<file path="src/rtl/md_sequencer.sv">
// md_sequencer: sequences the shared iterative multiply/divide unit from the
// X stage. It freezes the front of the pipeline while the unit runs, then
// presents one registered result word for injection into the X/M latch.
module md_sequencer #(
    parameter int TIMEOUT      = 40,  // max WAIT cycles before a forced exception
    parameter int MUL_EXC_CODE = 4,   // rstatus value for multiply exceptions
    parameter int DIV_EXC_CODE = 5    // rstatus value for divide exceptions
) (
    input  logic        clock,
    input  logic        reset,
    input  logic        x_is_mul,
    input  logic        x_is_div,
    input  logic [31:0] x_operand_a,
    input  logic [31:0] x_operand_b,
    input  logic [4:0]  x_rd,
    output logic        md_ctrl_mult,
    output logic        md_ctrl_div,
    output logic [31:0] md_a,
    output logic [31:0] md_b,
    input  logic [31:0] md_result,
    input  logic        md_exception,
    input  logic        md_ready,
    output logic        stall_pipe,
    output logic        res_valid,
    output logic [31:0] res_data,
    output logic [4:0]  res_rd,
    output logic        res_exc,
    output logic [31:0] res_exc_code
);

    localparam int               CNT_W    = $clog2(TIMEOUT + 1);
    localparam logic [CNT_W-1:0] CNT_LAST = CNT_W'(TIMEOUT - 1);
    localparam logic [CNT_W-1:0] CNT_ONE  = CNT_W'(1);
    localparam logic [4:0]       EXC_RD   = 5'd30;

    typedef enum logic [1:0] {
        S_IDLE,
        S_ISSUE,
        S_WAIT,
        S_DONE
    } state_t;

    state_t           state;
    state_t           state_next;
    logic             op_div;      // latched op: 1 = divide, 0 = multiply
    logic [4:0]       rd_q;        // latched destination register
    logic [CNT_W-1:0] cnt;         // WAIT-cycle counter for the timeout

    logic             x_start;
    logic             x_div;       // mul wins when both decode flags are set
    logic             load_ops;
    logic             finish;      // entering DONE on this edge
    logic             finish_exc;  // the result being captured is an exception
    logic             finish_div;  // op that selects the exception code
    logic             stall_raw;
    logic             mult_raw;
    logic             div_raw;

    assign x_start = x_is_mul | x_is_div;
    assign x_div   = x_is_div & ~x_is_mul;

    // Next-state and control decode for the IDLE/ISSUE/WAIT/DONE sequence.
    always_comb begin
        // NOTE: every signal gets a default before the case so no path infers a latch.
        state_next = state;
        stall_raw  = 1'b0;
        mult_raw   = 1'b0;
        div_raw    = 1'b0;
        load_ops   = 1'b0;
        finish     = 1'b0;
        finish_exc = 1'b0;
        finish_div = op_div;
        case (state)
            S_IDLE: begin
                if (x_start) begin
                    stall_raw  = 1'b1;
                    load_ops   = 1'b1;
                    finish_div = x_div;
                    // Divide by zero never reaches the unit.
                    if (x_div && (x_operand_b == 32'd0)) begin
                        state_next = S_DONE;
                        finish     = 1'b1;
                        finish_exc = 1'b1;
                    end else begin
                        state_next = S_ISSUE;
                    end
                end
            end
            S_ISSUE: begin
                stall_raw  = 1'b1;
                mult_raw   = ~op_div;
                div_raw    = op_div;
                state_next = S_WAIT;
            end
            S_WAIT: begin
                stall_raw = 1'b1;
                // A ready arriving on the last allowed cycle still wins over the timeout.
                if (md_ready) begin
                    state_next = S_DONE;
                    finish     = 1'b1;
                    finish_exc = md_exception;
                end else if (cnt == CNT_LAST) begin
                    state_next = S_DONE;
                    finish     = 1'b1;
                    finish_exc = 1'b1;
                end
            end
            S_DONE: begin
                // The same instruction is still in D/X; it must not be reissued.
                state_next = S_IDLE;
            end
            default: state_next = S_IDLE;
        endcase
    end

    // Combinational outputs are forced low while reset is held.
    assign stall_pipe   = stall_raw & reset;
    assign md_ctrl_mult = mult_raw & reset;
    assign md_ctrl_div  = div_raw & reset;

    // State, operand latches, timeout counter and registered result.
    always_ff @(posedge clock) begin
        // NOTE: non-blocking assignments so every register samples pre-edge values.
        // NOTE: reset clears every register, including the operand and result latches.
        if (!reset) begin
            state        <= S_IDLE;
            op_div       <= 1'b0;
            rd_q         <= 5'd0;
            md_a         <= 32'd0;
            md_b         <= 32'd0;
            cnt          <= '0;
            res_valid    <= 1'b0;
            res_data     <= 32'd0;
            res_rd       <= 5'd0;
            res_exc      <= 1'b0;
            res_exc_code <= 32'd0;
        end else begin
            state <= state_next;

            // Operands are latched once; bypass changes during the stall are ignored.
            if (load_ops) begin
                md_a   <= x_operand_a;
                md_b   <= x_operand_b;
                rd_q   <= x_rd;
                op_div <= x_div;
            end

            if (state == S_ISSUE) begin
                cnt <= '0;
            end else if (state == S_WAIT) begin
                cnt <= cnt + CNT_ONE;
            end

            // Result registers hold a value only during DONE and read 0 otherwise.
            res_valid <= finish;
            if (finish && finish_exc) begin
                res_data     <= 32'd0;
                res_rd       <= EXC_RD;
                res_exc      <= 1'b1;
                res_exc_code <= finish_div ? 32'(DIV_EXC_CODE) : 32'(MUL_EXC_CODE);
            end else if (finish) begin
                res_data     <= md_result;
                res_rd       <= rd_q;
                res_exc      <= 1'b0;
                res_exc_code <= 32'd0;
            end else begin
                res_data     <= 32'd0;
                res_rd       <= 5'd0;
                res_exc      <= 1'b0;
                res_exc_code <= 32'd0;
            end
        end
    end

endmodule

</file>
<file path="config.mk">
export PLATFORM = sky130hd
export DESIGN_NAME = md_sequencer
export DESIGN_NICKNAME = d
export VERILOG_FILES = /design/src/rtl/md_sequencer.sv
export SDC_FILE = /design/constraint.sdc
export NUM_CORES = 1
export LEC_CHECK = 0
export ABC_AREA = 1
export CORE_MARGIN = 2
export CORE_UTILIZATION = 30
export CTS_CLUSTER_DIAMETER = 120
export DETAILED_ROUTE_END_ITERATION = 6
export DONT_BUFFER_PORTS = 1
export GPL_TIMING_DRIVEN = 1
export MAX_ROUTING_LAYER = met4
export PLACE_DENSITY_LB_ADDON = 0.12
export SLEW_MARGIN = 15
export SYNTH_ARGS = -nofsm -noshare
export SYNTH_HDL_FRONTEND = slang
export SYNTH_SLANG_ARGS = --single-unit
</file>
<file path="constraint.sdc">
create_clock -name clock -period 4.5 [get_ports clock]
set_input_delay 1.35 -clock clock [delete_from_list [all_inputs] [get_ports clock]]
set_output_delay 1.35 -clock clock [all_outputs]
set_load 0.01 [all_outputs]
</file>
=== Word level (Yosys, flattened, before mapping) ===
Index checks and enable logic that the tools add are counted.

* Bits in latches: 0
* Bits of input ports: 107
* Register bits after elaboration: 149
* Bits in writable memories: 0
* Output and inout bits: 138
* Memories kept: 0
* Bits in read-only memories: 0

* $add $sub $neg: 1
* Reduce and logical (&&, ||, !) cells: 9
* Magnitude comparators: 0
* Multiply operators: 0
* Equal/unequal tests: 6
* Shift-type cells: 0
* Bitwise operators: 9
* Div/mod/pow operators: 0
* Multiplexer cells: 23

{| class="wikitable"
|+ Operators with widths
! operator !! count
|-
| zero test 32 bit || 1
|-
| two-way mux 1 bit || 13
|-
| two-way mux 5 bit || 2
|-
| two-way mux 2 bit || 4
|-
| one-hot mux 2 bit (4 select lines) || 1
|-
| adder 6 x 1 -> 6 bit (second input constant) || 1
|-
| == test 6 bit (second input constant) || 1
|-
| one-hot mux 1 bit (2 select lines) || 3
|-
| bitwise AND 1 bit || 4
|-
| == test 2 bit (second input constant) || 2
|-
| NOT 1 bit || 4
|-
| AND reduction 2 bit || 2
|-
| OR reduction 2 bit || 2
|-
| != test 3 bit (second input constant) || 1
|-
| OR reduction 3 bit || 1
|-
| == test 2 x 1 -> 1 bit (second input constant) || 1
|-
| logical AND 1 bit || 2
|-
| zero test 2 bit || 1
|-
| != test 2 bit (second input constant) || 1
|-
| OR 1 bit || 1
|}

=== Longest topological paths before layout ===
* Depth in word-level cells: 8
* Depth in mapped cells: 9
* Gate-level depth less buffers: 9

=== Worst setup path before layout ===
No wires, ideal clock.

* Kind: input -> output
* Start: input x_is_div
* End: output stall_pipe
* Cell stages on the path: 7
* Arrival: 2.035 ns
* Setup slack: 1.115 ns
* Cell sequence: nand2_1 inv_2 nor2_4 inv_2 buf_2 o21ai_0 inv_1

* Cells in the longest elaborated chain, start to end: 4

{| class="wikitable"
|+ Ends and longest elaborated chain
! what !! RTL line !! RTL
|-
| from (decl) || 12 || <nowiki>input logic x_is_div,</nowiki>
|-
| OR 1 bit || 59 || <nowiki>assign x_start = x_is_mul | x_is_div;</nowiki>
|-
| two-way mux 1 bit || 75 || <nowiki>if (x_start) begin</nowiki>
|-
| one-hot mux 1 bit (2 select lines) || 73 || <nowiki>case (state)</nowiki>
|-
| bitwise AND 1 bit || 117 || <nowiki>assign stall_pipe = stall_raw & reset;</nowiki>
|-
| to (decl) || 23 || <nowiki>output logic stall_pipe,</nowiki>
|}

No other way between the ends.

=== Worst setup path in the final report ===
Same ends and word-level chain as after synthesis.

==> reports/qor.csv <==
metric,value,unit
drt pass-1 iters,4,
GPL Wtd Cong,0.722,
H-tree Lvls,4,
Critical Path AT,1.97,ns
worst slew pin tran,0.795,ns
switching share of power,30.4,%
Worst setup EP type,output pin,
synth top area cells,"dfxtp_1 52%, nor2_1 14%, o21ai_0 7.0%",
number of antenna diodes,0,
WP depth,6,
Die X,128,µm
Pins Over Slew Limit,0,
Final HPWL DP,8.10,mm
Yosys top cell by area,dfxtp_1,
DRT antenna net count,0,
GR Overflow Total,0,
Final WS setup,1.18,ns
Worst-Skew Late Latency,0.41,ns
post-synthesis cell type count,25,
root buffer cell,clkbuf_16,
cell repeated most along the worst path,inv_2,
finished layout cell area,5220,µm²
Vias/cell,4.52,
fin nets,685,
reg-to-reg endpoint,md_b[29]$_SDFFE_PN0P_,
Hold WS,0.443,ns
status,"finished, final reports clean",
global-route wire length before repair,17.0,mm
Layout Cells excl Fill,773,
fillers,1628,
buffer count from post-CTS setup fixing,0,
crit start category,primary input,
CTS buffer count,17,
maximum clock rate,0.301,GHz
Worst Hold Path Cells,2,
HP Start,rd_q[0]$_SDFFE_PN0P_,
cell internal pwr,2320,µW
largest net degree at the start of global routing,76,
max_cap viols,0,
vias in the first global route,3186,
"commonest non-fill, non-tap cells in the layout","174 x nor2_1, 119 x dfxtp_1, 65 x o21ai_0",
Setup-failing EPs final,0,
PwrDens,638,nW/µm²
worst stage delay on the critical path,0.21,ns
"Cell Chain, Critical Path",nand2_1 > inv_2 > nor2_4 > inv_2 > o21ai_0 > inv_1,
RSZ-0062 raised after global routing,false,
Vias,3491,
dpl cells,741,
layout cells sized above 1,12.3,%
Area Overhead vs Synth,13.0,%
GRT Util Overall,14.2,%
CTS tree,yes,
area taken by multi-input logic gates,1750,µm²
FF/Latch Area,2380,µm²
clk buf depth,2,
drt wl/cell,15.0,µm
Core Region,15100,µm²
Mapped Area,4620,µm²
DR iter-0 viols,174,
flip-flop and latch count after synthesis,119,
Synth top area share,51.6,%
Max-Slew Margin vs Limit,47.0,%
DRC errors left,0,
final hold vios,0,
synth warn,0,
Post-Place Cell Area,4590,µm²
R2R setup slack,2.41,ns
std cell rows,45,
CP max-delay cell,o21ai_0,
"commonest non-fill, non-tap cell in the layout",nor2_1,
final period utilization,73.8,%
Top delay family on crit path,buffers and inverters,
worst setup path class,in -> out,
Hold Buf Count CTS,0,
Reg2Reg Depth,9,
Main synth FF type,dfxtp_1,
worst path required time,3.15,ns
Logic pwr share,14.6,%
pre-CTS WS,1.18,ns
Mapped Cells,577,
Post-synth ARST share,0,%
CP bufs+invs,3,
Seq pwr share,42.2,%
Port-buffer cells,0,
"EDFF count, synth",0,
cts repair resizes,0,
Leak,0.00231,µW
"Min Clock Period, post-route",3.32,ns
Hold Path Class,reg -> reg,
net switching power,1010,µW
"Reg clk slew, reported paths",0.06,ns
Clock Skews,0.00803,ns
Initial Util,30.5,%
maximum vdd drop,0.000512,V
I/O pin total,245,
FF-to-FF Start,state[0]$_SDFFE_PN0P_,
Crit Path Max Fanout,3,
Clock Sinks,119,
hold worst-path end,res_rd[0]$_SDFF_PP0_,
Vert. Die Dim,128,µm
initial antenna violation count,0,
Avg Inst Size Synth,8.01,µm²
Total Wirelength,11.6,mm
setup TNS,0,ns
sequential area share after synthesis,51.6,%
Die Footprint,16400,µm²
Clock Power Share,43.2,%
## area by class of cell
cell class	count	share of cell area, %
sequential	119	45.6
clock buffer	20	8.74
inverter	56	4.05
tap	188	4.50
multi-input combinational	376	33.4
clock inverter	12	3.35
timing repair buffer	2	0.287
## tightest hold or removal path: cells and delay by family (launching register included)
family,cells,cell delay [ns]
AND/OR/NAND/NOR,1,0.04
flip-flops,1,0.29
buffers and inverters,1,0.06
## power groups by stage
stage	Combinational, µW	Clock [µW]	Sequential (µW)
6_report	486	1440	1410
3_5_place_dp	493	0	1430
3_3_place_gp	483	0	1430
5_1_grt	569	1530	1430
4_1_cts	494	1480	1410
2_1_floorplan	434	0	1390
## worst max-delay path by stage
stage,startpoint,to,slack [ns]
floorplan,x_is_div,stall_pipe,1.12
detailed placement,x_is_div,stall_pipe,1.18
global route,x_is_div,stall_pipe,1.11
finish,x_is_div,stall_pipe,1.18
CTS,x_is_div,stall_pipe,1.18
global placement,x_is_div,stall_pipe,1.19
## layer usage
layer / track usage [%] / part of all wire (%) / vias up
met1: 15.8 / 42 / 1582
met3: 7.05 / 10 / 14
li1: - / - / 1717
met5: - / 0 / -
met2: 22.3 / 47 / 178
met4: 4.78 / 1.0 / 0
## synthesized netlist by cell type (8+ instances only)
cell      instances
a21oi_1          12
buf_2            11
buf_4            32
clkbuf_1          8
dfxtp_1         119
inv_1            52
nand2_1          27
nor2_1          174
nor2_2           29
o21ai_0          65
o21ai_1           9
## logic make-up after synthesis
group,count (synthesis),synth area share [%]
buffers and inverters,111,13.0
other,1,0.0812
and+or+nand+nor,252,24.1
DFF,119,51.6
AOI/OAI and AO/OA,88,9.64
adders and majority gates,6,1.62
## sequential cells by signal (all words and copies together), names as in the netlist
register      flops
rd_q              5
res_data         32
res_exc           1
res_valid         1
state             2
op_div            1
cnt               6
md_b             32
res_exc_code      2
md_a             32
res_rd            5
## through the flow
stage | utilization [%] | power, µW
after CTS | 34.5 | 3390
final | 34.5 | 3330
after global routing | 34.5 | 3530
after global placement | 30.3 | 1920
after floorplan | - | 1820
after detailed placement | 30.3 | 1930
No activity file was read; power rests on OpenSTA's default activity.
